**src/rtl/onehot_pkg.sv**
```systemverilog
// Shared types and helpers for the one-hot pair accumulator: the FSM state,
// a width-generic lowest-set-bit encoder and a saturating/wrapping adder.
package onehot_pkg;

    localparam int MAX_N  = 256;
    localparam int MAX_IW = 8;
    localparam int MAX_W  = 64;

    typedef enum logic {
        ACCUM = 1'b0,
        HOLD  = 1'b1
    } state_t;

    typedef struct packed {
        logic              err;
        logic [MAX_IW-1:0] idx;
    } idx_res_t;

    // Only the low n bits of v are looked at; callers zero-extend narrower operands.
    function automatic idx_res_t onehot_idx(input logic [MAX_N-1:0] v, input int n);
        idx_res_t r;
        int       ones;
        r    = '0;
        ones = 0;
        for (int i = MAX_N - 1; i >= 0; i--) begin
            if (i < n && v[i]) begin
                ones++;
                r.idx = MAX_IW'(i);
            end
        end
        r.err = (ones != 1);
        return r;
    endfunction

    // w-bit add that either clamps to 2^w-1 or wraps mod 2^w.
    function automatic logic [MAX_W-1:0] sat_add(input logic [MAX_W-1:0] a,
                                                 input logic [MAX_W-1:0] b,
                                                 input int w, input logic sat);
        logic [MAX_W:0] s;
        logic [MAX_W:0] lim;
        s   = {1'b0, a} + {1'b0, b};
        lim = ((MAX_W+1)'(1) << w) - (MAX_W+1)'(1);
        if (s > lim && sat)
            return lim[MAX_W-1:0];
        return MAX_W'(s & lim);
    endfunction

endpackage

```
**src/rtl/onehot_encoder.sv**
```systemverilog
// Combinational N-bit one-hot to index encoder; flags zero or multi-hot input.
module onehot_encoder
    import onehot_pkg::*;
#(
    parameter int N = 16,
    localparam int IW = $clog2(N)
) (
    input  logic [N-1:0]  onehot,
    output logic [IW-1:0] idx,
    output logic          err
);

    idx_res_t res;

    always_comb begin
        res = onehot_idx(MAX_N'(onehot), N);
    end

    assign idx = IW'(res.idx);
    assign err = res.err;

endmodule

```
**src/rtl/onehot_pair_accum.sv**
```systemverilog
// Streaming one-hot pair accumulator: sums idx(a)+idx(b) over a frame and
// presents total, beat count and error flag on a registered valid/ready output.
module onehot_pair_accum
    import onehot_pkg::*;
#(
    parameter int N     = 16,
    parameter int W     = 16,
    parameter int CNT_W = 8,
    parameter int SAT   = 0,
    localparam int IW   = $clog2(N)
) (
    input  logic             clk,
    input  logic             rst,
    input  logic             in_valid,
    output logic             in_ready,
    input  logic [N-1:0]     in_a,
    input  logic [N-1:0]     in_b,
    input  logic             in_last,
    output logic             out_valid,
    input  logic             out_ready,
    output logic [W-1:0]     out_sum,
    output logic [CNT_W-1:0] out_count,
    output logic             out_err
);

    state_t           state;
    logic [W-1:0]     acc, acc_next;
    logic [CNT_W-1:0] cnt, cnt_next;
    logic             err, err_next;
    logic [IW-1:0]    idx_a, idx_b;
    logic             err_a, err_b;
    logic [IW:0]      pair_sum;
    logic             accept;

    onehot_encoder #(.N(N)) u_enc_a (.onehot(in_a), .idx(idx_a), .err(err_a));
    onehot_encoder #(.N(N)) u_enc_b (.onehot(in_b), .idx(idx_b), .err(err_b));

    // A held result only blocks input when downstream is not taking it this cycle.
    assign in_ready  = !rst && (state == ACCUM || out_ready);
    assign out_valid = (state == HOLD);
    assign accept    = in_valid && in_ready;

    assign pair_sum = {1'b0, idx_a} + {1'b0, idx_b};
    assign acc_next = W'(sat_add(MAX_W'(acc), MAX_W'(pair_sum), W, SAT != 0));
    assign cnt_next = CNT_W'(sat_add(MAX_W'(cnt), MAX_W'(1), CNT_W, 1'b1));
    assign err_next = err | err_a | err_b;

    always_ff @(posedge clk) begin
        if (rst) begin
            state     <= ACCUM;
            acc       <= '0;
            cnt       <= '0;
            err       <= 1'b0;
            out_sum   <= '0;
            out_count <= '0;
            out_err   <= 1'b0;
        end else if (accept && in_last) begin
            // Covers simultaneous release and reload: the new frame replaces the old.
            out_sum   <= acc_next;
            out_count <= cnt_next;
            out_err   <= err_next;
            acc       <= '0;
            cnt       <= '0;
            err       <= 1'b0;
            state     <= HOLD;
        end else begin
            if (accept) begin
                acc <= acc_next;
                cnt <= cnt_next;
                err <= err_next;
            end
            if (state == HOLD && out_ready)
                state <= ACCUM;
        end
    end

endmodule

```
**config.mk**
```make
export PLATFORM = sky130hd
export DESIGN_NAME = onehot_pair_accum
export DESIGN_NICKNAME = d
export VERILOG_FILES = /design/src/rtl/onehot_pkg.sv /design/src/rtl/onehot_encoder.sv /design/src/rtl/onehot_pair_accum.sv
export SDC_FILE = /design/constraint.sdc
export NUM_CORES = 1
export LEC_CHECK = 0
export ABC_AREA = 1
export BUFFER_PORTS_ARGS = -buffer_cell sky130_fd_sc_hd__clkbuf_2
export CORE_MARGIN = 2
export CORE_UTILIZATION = 55
export CTS_CLUSTER_SIZE = 16
export DETAILED_ROUTE_END_ITERATION = 8
export MAX_ROUTING_LAYER = met4
export PLACE_DENSITY = 0.76
export SYNTH_ARGS = -nofsm -noshare
export SYNTH_HDL_FRONTEND = slang
export SYNTH_SLANG_ARGS = --single-unit
```
**constraint.sdc**
```tcl
create_clock -name clk -period 9.6 [get_ports clk]
set_clock_uncertainty 0.15 [all_clocks]
set_input_delay 1.92 -clock clk [delete_from_list [all_inputs] [get_ports clk]]
set_output_delay 1.92 -clock clk [all_outputs]
set_load 0.005 [all_outputs]
```
# --- Yosys cells after proc, flatten, opt, wreduce, memory -nomap -nowiden ---
# Index checks and enable logic that the tools add are counted.
word_totals:
  output_inout_bits: 27
  elab_cells: 123
  inputBits: 37
  reg_bits: 51
classes:
  n_reduce_logical: 8
  magnitude_cmp: 1
  bitwise: 3
  n_eq_ne: 2
  n_mux: 69
  n_addsub: 33
op_table:
  columns: ["cell", "count"]
  rows:
  - ["$add A32 B2 Y32 const B", 30]
  - ["$mux W32", 30]
  - ["$mux W4", 32]
  - ["$ne A32 B2 Y1 const B", 2]
  - ["$add A16 B5 Y16", 1]
  - ["$mux W8", 2]
  - ["$add A8 B1 Y9 const B", 1]
  - ["$gt A9 B8 Y1 const B", 1]
  - ["$add A4 B4 Y5", 1]
  - ["$mux W1", 5]
  - ["$logic_and A1 B1 Y1", 4]
  - ["$or A1 B1 Y1", 2]
  - ["$reduce_bool A2 Y1", 1]
  - ["$reduce_or A2 Y1", 1]
  - ["$logic_not A1 Y1", 1]
  - ["$logic_or A1 B1 Y1", 1]
  - ["$not A1 Y1", 1]

# --- Depth between registers and ports, before layout ---
# Gate-level depths: netlist of run 1.
logic_depth:
  ltp_word: 34
  mapped_depth: 57
  depth_no_buf: 57

# --- Hierarchy ---
# From an unflattened synthesis of run 1, not the netlist that was laid out.
hier_totals:
  hier_cells: 1151
  area_unflattened_um2: 6834.1
by_module_without_submodules:
  columns: ["module", "cells_per_inst", "area_each_um2", "instances", "seq_area_each_um2"]
  rows:
  - ["onehot_encoder", 396, 2088.3, 2, 0.0]
  - ["onehot_pair_accum", 359, 2657.5, 1, 1021.0]

# --- Worst setup path after synthesis of run 1 ---
# No wires, ideal clock.
synth_path:
  path_type: "input -> register"
  start: "in in_b[14]"
  end: "reg out_err"
  cell_stages: 55
  arrival_time_ns: 9.603
  setup_ns: 0.117
  setup_slack_ns: -0.270
  path_cell_list: "inv_1 > ha_1 > inv_1 > nand2_2 > nand2_1 > inv_1 > ha_1 > nand2_1 > nand2_1 > ha_1 > or2_2 > nand2_1 > inv_1 > ha_1 > nand2_1 > nand2_1 > ha_1 > nand2_1 > (+19 left out) > nor2_1 > a31oi_1 > ha_1 > nand2_1 > nand2_1 > ha_1 > or2_2 > o21ai_0 > inv_1 > ha_1 > o22ai_1 > nand2_1 > nor2_1 > nand4_1 > a21oi_1 > nand2_1 > o21bai_1 > nand2_1"
synth_between:
  elab_chain_len: 31
synth_rtl:
  columns: ["item", "line", "text"]
  rows:
  - ["start, declared", "onehot_pair_accum.sv:17", "input logic [N-1:0] in_b,"]
  - ["$mux W32 *", "onehot_pkg.sv:26", "if (i < n && v[i]) begin"]
  - ["$add A32 B2 Y32", "onehot_pkg.sv:27", "ones++;"]
  - ["$mux W32 *", "onehot_pkg.sv:26", null]
  - ["$add A32 B2 Y32", "onehot_pkg.sv:27", null]
  - ["$mux W32 *", "onehot_pkg.sv:26", null]
  - ["$add A32 B2 Y32", "onehot_pkg.sv:27", null]
  - ["$mux W32 *", "onehot_pkg.sv:26", null]
  - ["$add A32 B2 Y32", "onehot_pkg.sv:27", null]
  - ["(+15 left out)", null, null]
  - ["$add A32 B2 Y32", "onehot_pkg.sv:27", null]
  - ["$mux W32 *", "onehot_pkg.sv:26", null]
  - ["$add A32 B2 Y32", "onehot_pkg.sv:27", null]
  - ["$mux W32 *", "onehot_pkg.sv:26", null]
  - ["$add A32 B2 Y32", "onehot_pkg.sv:27", null]
  - ["$mux W32 *", "onehot_pkg.sv:26", null]
  - ["$ne A32 B2 Y1 *", "onehot_pkg.sv:31", "r.err = (ones != 1);"]
  - ["$or A1 B1 Y1 *", "onehot_pair_accum.sv:46", "assign err_next = err | err_a | err_b;"]
  - ["end signal, assigned", "onehot_pair_accum.sv:61", "out_err <= err_next;"]
  - ["end, declared", "onehot_pair_accum.sv:23", "output logic out_err"]
# Mark *: on every way between the ends. The rest lies on a longest branch, timed or not.
# A chain may end at the register's enable or synchronous reset.

# --- Worst setup path in the final report of run 1 ---
# Ends and elaborated chain as after synthesis.

==> results of run 1 <==
==> logic make-up after synthesis <==
logic type	share of synthesized area, %
AND/OR/NAND/NOR	51.2
AO/OA/AOI/OAI	9.79
adder cells (fa/ha/maj)	8.51
XOR/XNOR	2.33
buffers and inverters	13.1
flip-flops	15.1
==> registers in the layout (all words and copies together) (netlist names) <==
signal	flops
out_sum	16
out_count	8
out_valid	1
cnt	8
acc	16
out_err	1
err	1
==> timing repair <==
item                                    CTS  global route
buffers inserted                          4             5
gates resized for setup                   2            49
endpoints found under the setup margin    2             2
pin swaps                                 5            29
==> worst max-delay path, delay by kind of cell <==
family	cells	cell delay, ps
AOI/OAI and AO/OA	5	540
adders and majority gates	14	3480
buffers and inverters	8	460
and+or+nand+nor	29	2800
==> Yosys cell counts <==
cell      instances
a21oi_1          30
nand3b_2          2
nand3_1          87
nand3_2          37
or2_1             1
a22o_1            5
o21bai_1         10
nand2_4          14
nor2_2           15
o21ai_1           3
a311oi_1          1
a41oi_1           1
a211oi_1          2
o21a_1            2
inv_2            20
nand2_1         316
o21ai_0          57
a31oi_1           4
nor4_1            2
nor3_1           16
o31ai_1           1
clkbuf_1         11
or2_2             9
inv_4             1
clkinv_1          4
xnor2_1           3
nand2_2          62
fa_1              5
buf_1             1
nand3b_1         12
nand3_4           6
dfxtp_1          51
nor2_4            2
nand4_1          16
buf_4             1
ha_1             38
nand3b_4          1
nor2_1           82
xor2_1           15
buf_2             1
or4_1             1
inv_1           195
o22ai_1           2
==> area by class of cell <==
type                       instances  area share, %
multi-input combinational        860           64.0
sequential                        51           12.8
inverter                         220           10.4
timing repair buffer             113           8.64
tap                              147           2.30
clock buffer                       5           1.57
clock inverter                     3          0.360
==> power by group through the flow <==
stage	logic [uW]	clock network [uW]	registers, uW
final	674	184	233
after global routing	765	196	234
after CTS	617	187	233
after detailed placement	607	0	237
after global placement	591	0	237
after floorplan	461	0	236
==> stage by stage <==
step / cell area [um2] / instances / setup WS (ps) / setup TNS, ps
2_1_floorplan: 6790 / 1145 / 27.7 / 0
3_3_place_gp: 7540 / 1382 / -196 / -327
3_5_place_dp: 7540 / 1382 / -373 / -683
4_1_cts: 7740 / 1394 / 3.47 / 0
5_1_grt: 7990 / 1399 / -28.0 / -28.0
6_report: 7990 / 1399 / 424 / 0
==> final timing paths <==
kind | start | cells past startpoint | slack, ps | endpoint
worst min register to register | out_count[5]$_SDFFE_PP0P_ | 2 | 320 | out_count[5]$_SDFFE_PP0P_
worst max register to register | out_valid$_SDFFE_PP0P_ | 11 | 5920 | cnt[3]$_SDFFE_PP0P_
worst max-delay path | in_b[14] | 56 | 420 | out_err$_SDFFE_PP0P_
worst min-delay path | out_count[5]$_SDFFE_PP0P_ | 2 | 320 | out_count[5]$_SDFFE_PP0P_
==> routing by layer <==
layer  vias to the layer above  routed length, um  GRT usage, %
li1                       3823                  -             -
met1                      3086               7190          28.3
met2                        84               7390          42.9
met3                        14                402          2.00
met4                         0                125          3.61
met5                         -                  0             -
==> results.sh, run 1 <==
export IMPL_yosysSeqAreaShare_pct=15.1
export IMPL_track_usage_pct=23.4
export IMPL_seq_area_um2=1020
export IMPL_p_sw_uw=502
export IMPL_synthesis_area_um2=6760
export IMPL_status="completed"
export IMPL_path_common_cell="nand2_2"
export IMPL_cts_path_max_buffers=2
export IMPL_viasPerCell=5.01
export IMPL_setup_viol=0
export IMPL_die_w_um=115
export IMPL_ir_drop_v=0.000120
export IMPL_initial_core_util_pct=56.3
export IMPL_core_rowCount=40
export IMPL_powerDensity_nw_per_um2=136
export IMPL_fin_nets=1331
export IMPL_setup_worst_path_end_class="flip-flop"
export IMPL_tightestPinTransition_ps=967
export IMPL_die_h_um=115
export IMPL_clkSlewWorstSetupHoldPaths_ps=70
export IMPL_period_needed_ps=9180
export IMPL_routedWlPerCell_um=10.8
export IMPL_drv_cap=0
export IMPL_grt_max_degree=42
export IMPL_p_leak_uw=0.00449
export IMPL_fp_dieArea_um2=13200
export IMPL_max_freq_ghz=0.109
export IMPL_drc_errors=0
export IMPL_routed_wl_mm=15.1
export IMPL_critPathArrivalTime_ps=9210
export IMPL_power_total_uw=1090
export IMPL_yosys_register_bits=51
export IMPL_grt_pass1_vias=6434
export IMPL_hold_viol_final=0
export IMPL_p_comb_share_pct=61.8
export IMPL_num_io_pins=64
export IMPL_fillerInstances=1138
export IMPL_synthTopCellsByArea="nand2_1 (18%), dfxtp_1 (15%), inv_1 (11%)"
export IMPL_hpwl_mm=12.0
export IMPL_fin_crit_sh_pct=95.6
export IMPL_synth_warnings=0
export IMPL_cts_tree="done"
export IMPL_cp_required_ps=9640
export IMPL_final_cell_mix="nand2_1 (292), inv_1 (188), nand3_1 (87), nand2_2 (81), nor2_1 (81)"
export IMPL_synthCells=1145
export IMPL_max_slew_margin_pct=35.4
export IMPL_max_stage_delay_ps=300
export IMPL_slew_violations=0
export IMPL_p_sw_share_pct=46.0
export IMPL_yosys_area_top_type="nand2_1"
export IMPL_path_class="input port to flip-flop"
export IMPL_multi_input_area_um2=5110
export IMPL_globalplace_congestion=0.843
export IMPL_antenna_found_initial=0
export IMPL_first_pass_iters=7
export IMPL_clkLatencyLatePin_ps=290
export IMPL_drt_iter0_markers=422
export IMPL_hp_class="flip-flop to flip-flop"
export IMPL_cts_hold_buf=0
export IMPL_hold_slack_ps=319
export IMPL_cts_buffers=5
export IMPL_grt_first_pass_wirelength_mm=25.9
export IMPL_cts_sinks=51
export IMPL_htreeDepth=2
export IMPL_final_core_util_pct=66.5
export IMPL_seqPwrFrac_pct=21.3
export IMPL_antenna_cells=0
export IMPL_crit_path_top_delay_cell="ha_1"
export IMPL_coreArea_um2=12000
export IMPL_avgSynthCellArea_um2=5.91
export IMPL_yosysTopAreaCellShare_pct=17.5
export IMPL_syn2layout_area_growth_pct=18.1
export IMPL_synth_nets=1225
export IMPL_vias=7007
export IMPL_grt_overflow=0
export IMPL_layout_drive_gt1_share_pct=27.0
export IMPL_crit_path_start_kind="input port"
export IMPL_cp_max_fo=4
export IMPL_io_buffer_count=63
export IMPL_final_common_cell="nand2_1"
export IMPL_cts_root_buffer="clkbuf_16"
export IMPL_clockPowerShare_pct=16.9
export IMPL_antenna_left=0
export IMPL_p_int_uw=589
export IMPL_ys_types=43
Power figures use the tool's default switching activity.
==> run 2: changes to the inputs <==
--- a/config.mk
+++ b/config.mk
@@ -15,4 +15,5 @@
 export PLACE_DENSITY = 0.76
 export SYNTH_ARGS = -nofsm -noshare
 export SYNTH_HDL_FRONTEND = slang
+export SYNTH_HIERARCHICAL = 1
 export SYNTH_SLANG_ARGS = --single-unit
==> results.sh, run 2 <==
export IMPL_status="completed"
export IMPL_final_core_util_pct=66.0
export IMPL_avgSynthCellArea_um2=5.94
export IMPL_max_slew_margin_pct=64.7
export IMPL_synth_commonest_cells="nand2_1 (340), inv_1 (195), nand3_1 (89)"
export IMPL_viasPerCell=4.98
export IMPL_grt_max_degree=30
export IMPL_tightestPinTransition_ps=529
export IMPL_crit_buf_inv=10
export IMPL_grt_overflow=0
export IMPL_hpwl_mm=11.9
export IMPL_synthCells=1151
export IMPL_die_w_um=115
export IMPL_p_comb_share_pct=61.3
export IMPL_final_common_cell="nand2_1"
export IMPL_grt_first_pass_wirelength_mm=25.6
export IMPL_drc_errors=0
export IMPL_final_cell_mix="nand2_1 (318), inv_1 (185), nand2_2 (97), nand3_1 (88), clkbuf_2 (63)"
export IMPL_initial_core_util_pct=56.7
export IMPL_layout_drive_gt1_share_pct=27.9
export IMPL_hold_slack_ps=305
export IMPL_crit_family="adder cells"
export IMPL_drt_iter0_markers=382
export IMPL_clkSlewWorstSetupHoldPaths_ps=60
export IMPL_seqPwrFrac_pct=22.3
export IMPL_drv_cap=0
export IMPL_syn2layout_area_growth_pct=16.5
export IMPL_period_needed_ps=9160
export IMPL_vias=7087
export IMPL_antenna_cells=0
export IMPL_grt_pass1_vias=6369
export IMPL_cts_sinks=51
export IMPL_max_stage_delay_ps=310
export IMPL_setup_worst_path_end_class="flip-flop"
export IMPL_synth_warnings=6
export IMPL_fin_ws_ps=440
export IMPL_yosysSeqAreaShare_pct=14.9
export IMPL_fin_crit_sh_pct=95.4
export IMPL_globalplace_congestion=0.865
export IMPL_cts_path_max_buffers=2
export IMPL_htreeDepth=2
export IMPL_p_leak_uw=0.00435
export IMPL_critPathArrivalTime_ps=9180
export IMPL_powerDensity_nw_per_um2=131
export IMPL_synthesis_area_um2=6830
export IMPL_p_sw_uw=466
export IMPL_antenna_found_initial=0
export IMPL_setup_viol=0
export IMPL_synth_most_common_cell="nand2_1"
export IMPL_antenna_left=0
export IMPL_ys_types=38
export IMPL_p_int_uw=577
export IMPL_hp_class="flip-flop to flip-flop"
export IMPL_synthTopCellsByArea="nand2_1 (19%), dfxtp_1 (15%), inv_1 (11%)"
export IMPL_yosys_register_bits=51
export IMPL_p_sw_share_pct=44.7
export IMPL_cts_buffers=5
export IMPL_routedWlPerCell_um=10.6
export IMPL_crit_path_top_delay_cell="ha_1"
export IMPL_fin_nets=1334
export IMPL_cp_required_ps=9620
export IMPL_clockPowerShare_pct=16.3
export IMPL_routed_wl_mm=15.1
export IMPL_track_usage_pct=23.0
export IMPL_cp_max_fo=3
export IMPL_synth_nets=1231
export IMPL_core_rowCount=40
export IMPL_die_h_um=115
export IMPL_cts_root_buffer="clkbuf_16"
export IMPL_place_ws_ps=-348
export IMPL_io_buffer_count=63
export IMPL_synthArstFlopShare_pct=0
export IMPL_path_class="input port to flip-flop"
export IMPL_num_io_pins=64
export IMPL_clkLatencyLatePin_ps=280
export IMPL_yosys_area_top_type="nand2_1"
export IMPL_first_pass_iters=4
export IMPL_slew_violations=0
export IMPL_ys_flop_type="dfxtp_1"
export IMPL_largest_registers="acc (16), out_sum (16)"
export IMPL_synth_edf_count=0
export IMPL_fp_dieArea_um2=13300
export IMPL_cts_hold_buf=0
export IMPL_coreArea_um2=12100
export IMPL_max_freq_ghz=0.109
export IMPL_yosysTopAreaCellShare_pct=18.7
export IMPL_crit_path_start_kind="input port"
export IMPL_ir_drop_v=0.000104
export IMPL_path_common_cell="nand2_1"
export IMPL_cts_tree="done"
export IMPL_hold_viol_final=0
-- run 2: cell types whose count changed in the layout (fill, tap and decap cells not counted), moves of 9 or more --
cell,delta
o21bai_1,-10
nand2_2,+16
nand2_1,+26
nand2_4,-9
nand3_2,+12
nor2_1,-20
o21ai_0,-16
-- run 2: worst paths after layout --
kind                                              start                 endpoint  slack (ps)  cells past startpoint
worst min register to register  out_sum[0]$_SDFFE_PP0P_  out_sum[0]$_SDFFE_PP0P_         310                      2
worst max-delay path                           in_a[15]     out_err$_SDFFE_PP0P_         440                     57
worst max register to register      acc[1]$_SDFFE_PP0P_      acc[9]$_SDFFE_PP0P_        6870                     12
worst min-delay path            out_sum[0]$_SDFFE_PP0P_  out_sum[0]$_SDFFE_PP0P_         310                      2
-- run 2: area by class of cell --
class                   instances  area [um2]
fillers                      1123        4100
clock inverters                 2        12.5
inverters                     210         788
clock buffers                   6         129
well taps                     168         210
multi-input cells             876        5130
repair buffers                110         668
flip-flops and latches         51        1020
-- run 2: power by group through the flow --
stage	Combinational, uW	Clock (uW)	Sequential (uW)
after CTS	592	174	233
after global routing	730	183	234
after global placement	577	0	237
after floorplan	450	0	236
after detailed placement	589	0	237
final	640	170	233
-- run 2: metal layers --
metal | GRT usage (%) | part of all wire [%] | vias up
met2 | 41.9 | 50 | 67
li1 | - | - | 3852
met4 | 3.53 | 0.72 | 0
met1 | 28.2 | 48 | 3158
met5 | - | 0 | -
met3 | 1.94 | 1.9 | 10
-- run 2: logic make-up after synthesis --
group / after synthesis / share of synthesized area [%]
AND/OR/NAND/NOR: 718 / 53.8
buffers and inverters: 224 / 12.8
AO/OA/AOI/OAI: 103 / 8.42
flip-flops: 51 / 14.9
adder cells (fa/ha/maj): 43 / 8.42
XOR/XNOR: 12 / 1.65
-- run 2: worst reg2reg max path, delay by kind of cell, from the launching register on --
kind                       cells  cell delay [ps]
xor gates and xnor gates       1              220
adders and majority gates      3             1100
buffers and inverters          2               90
DFF                            1              330
and+or+nand+nor                6              740
-- run 2: timing repair --
item | 4_1_cts | 5_1_grt
resized for setup | 2 | 53
endpoints found under the setup margin | 2 | 2
pin swaps | 0 | 35
setup buffers | 0 | 6
-- run 2: metrics by stage --
| stage | cell area [um2] | total power (uW) | TNS (ps) | cells |
|---|---|---|---|---|
| final | 7960 | 1040 | 0 | 1423 |
| after floorplan | 6830 | 686 | 0 | 1151 |
| after CTS | 7720 | 998 | 0 | 1417 |
| after detailed placement | 7580 | 826 | -661 | 1409 |
| after global placement | 7580 | 814 | -369 | 1409 |
| after global routing | 7960 | 1150 | -41.5 | 1423 |
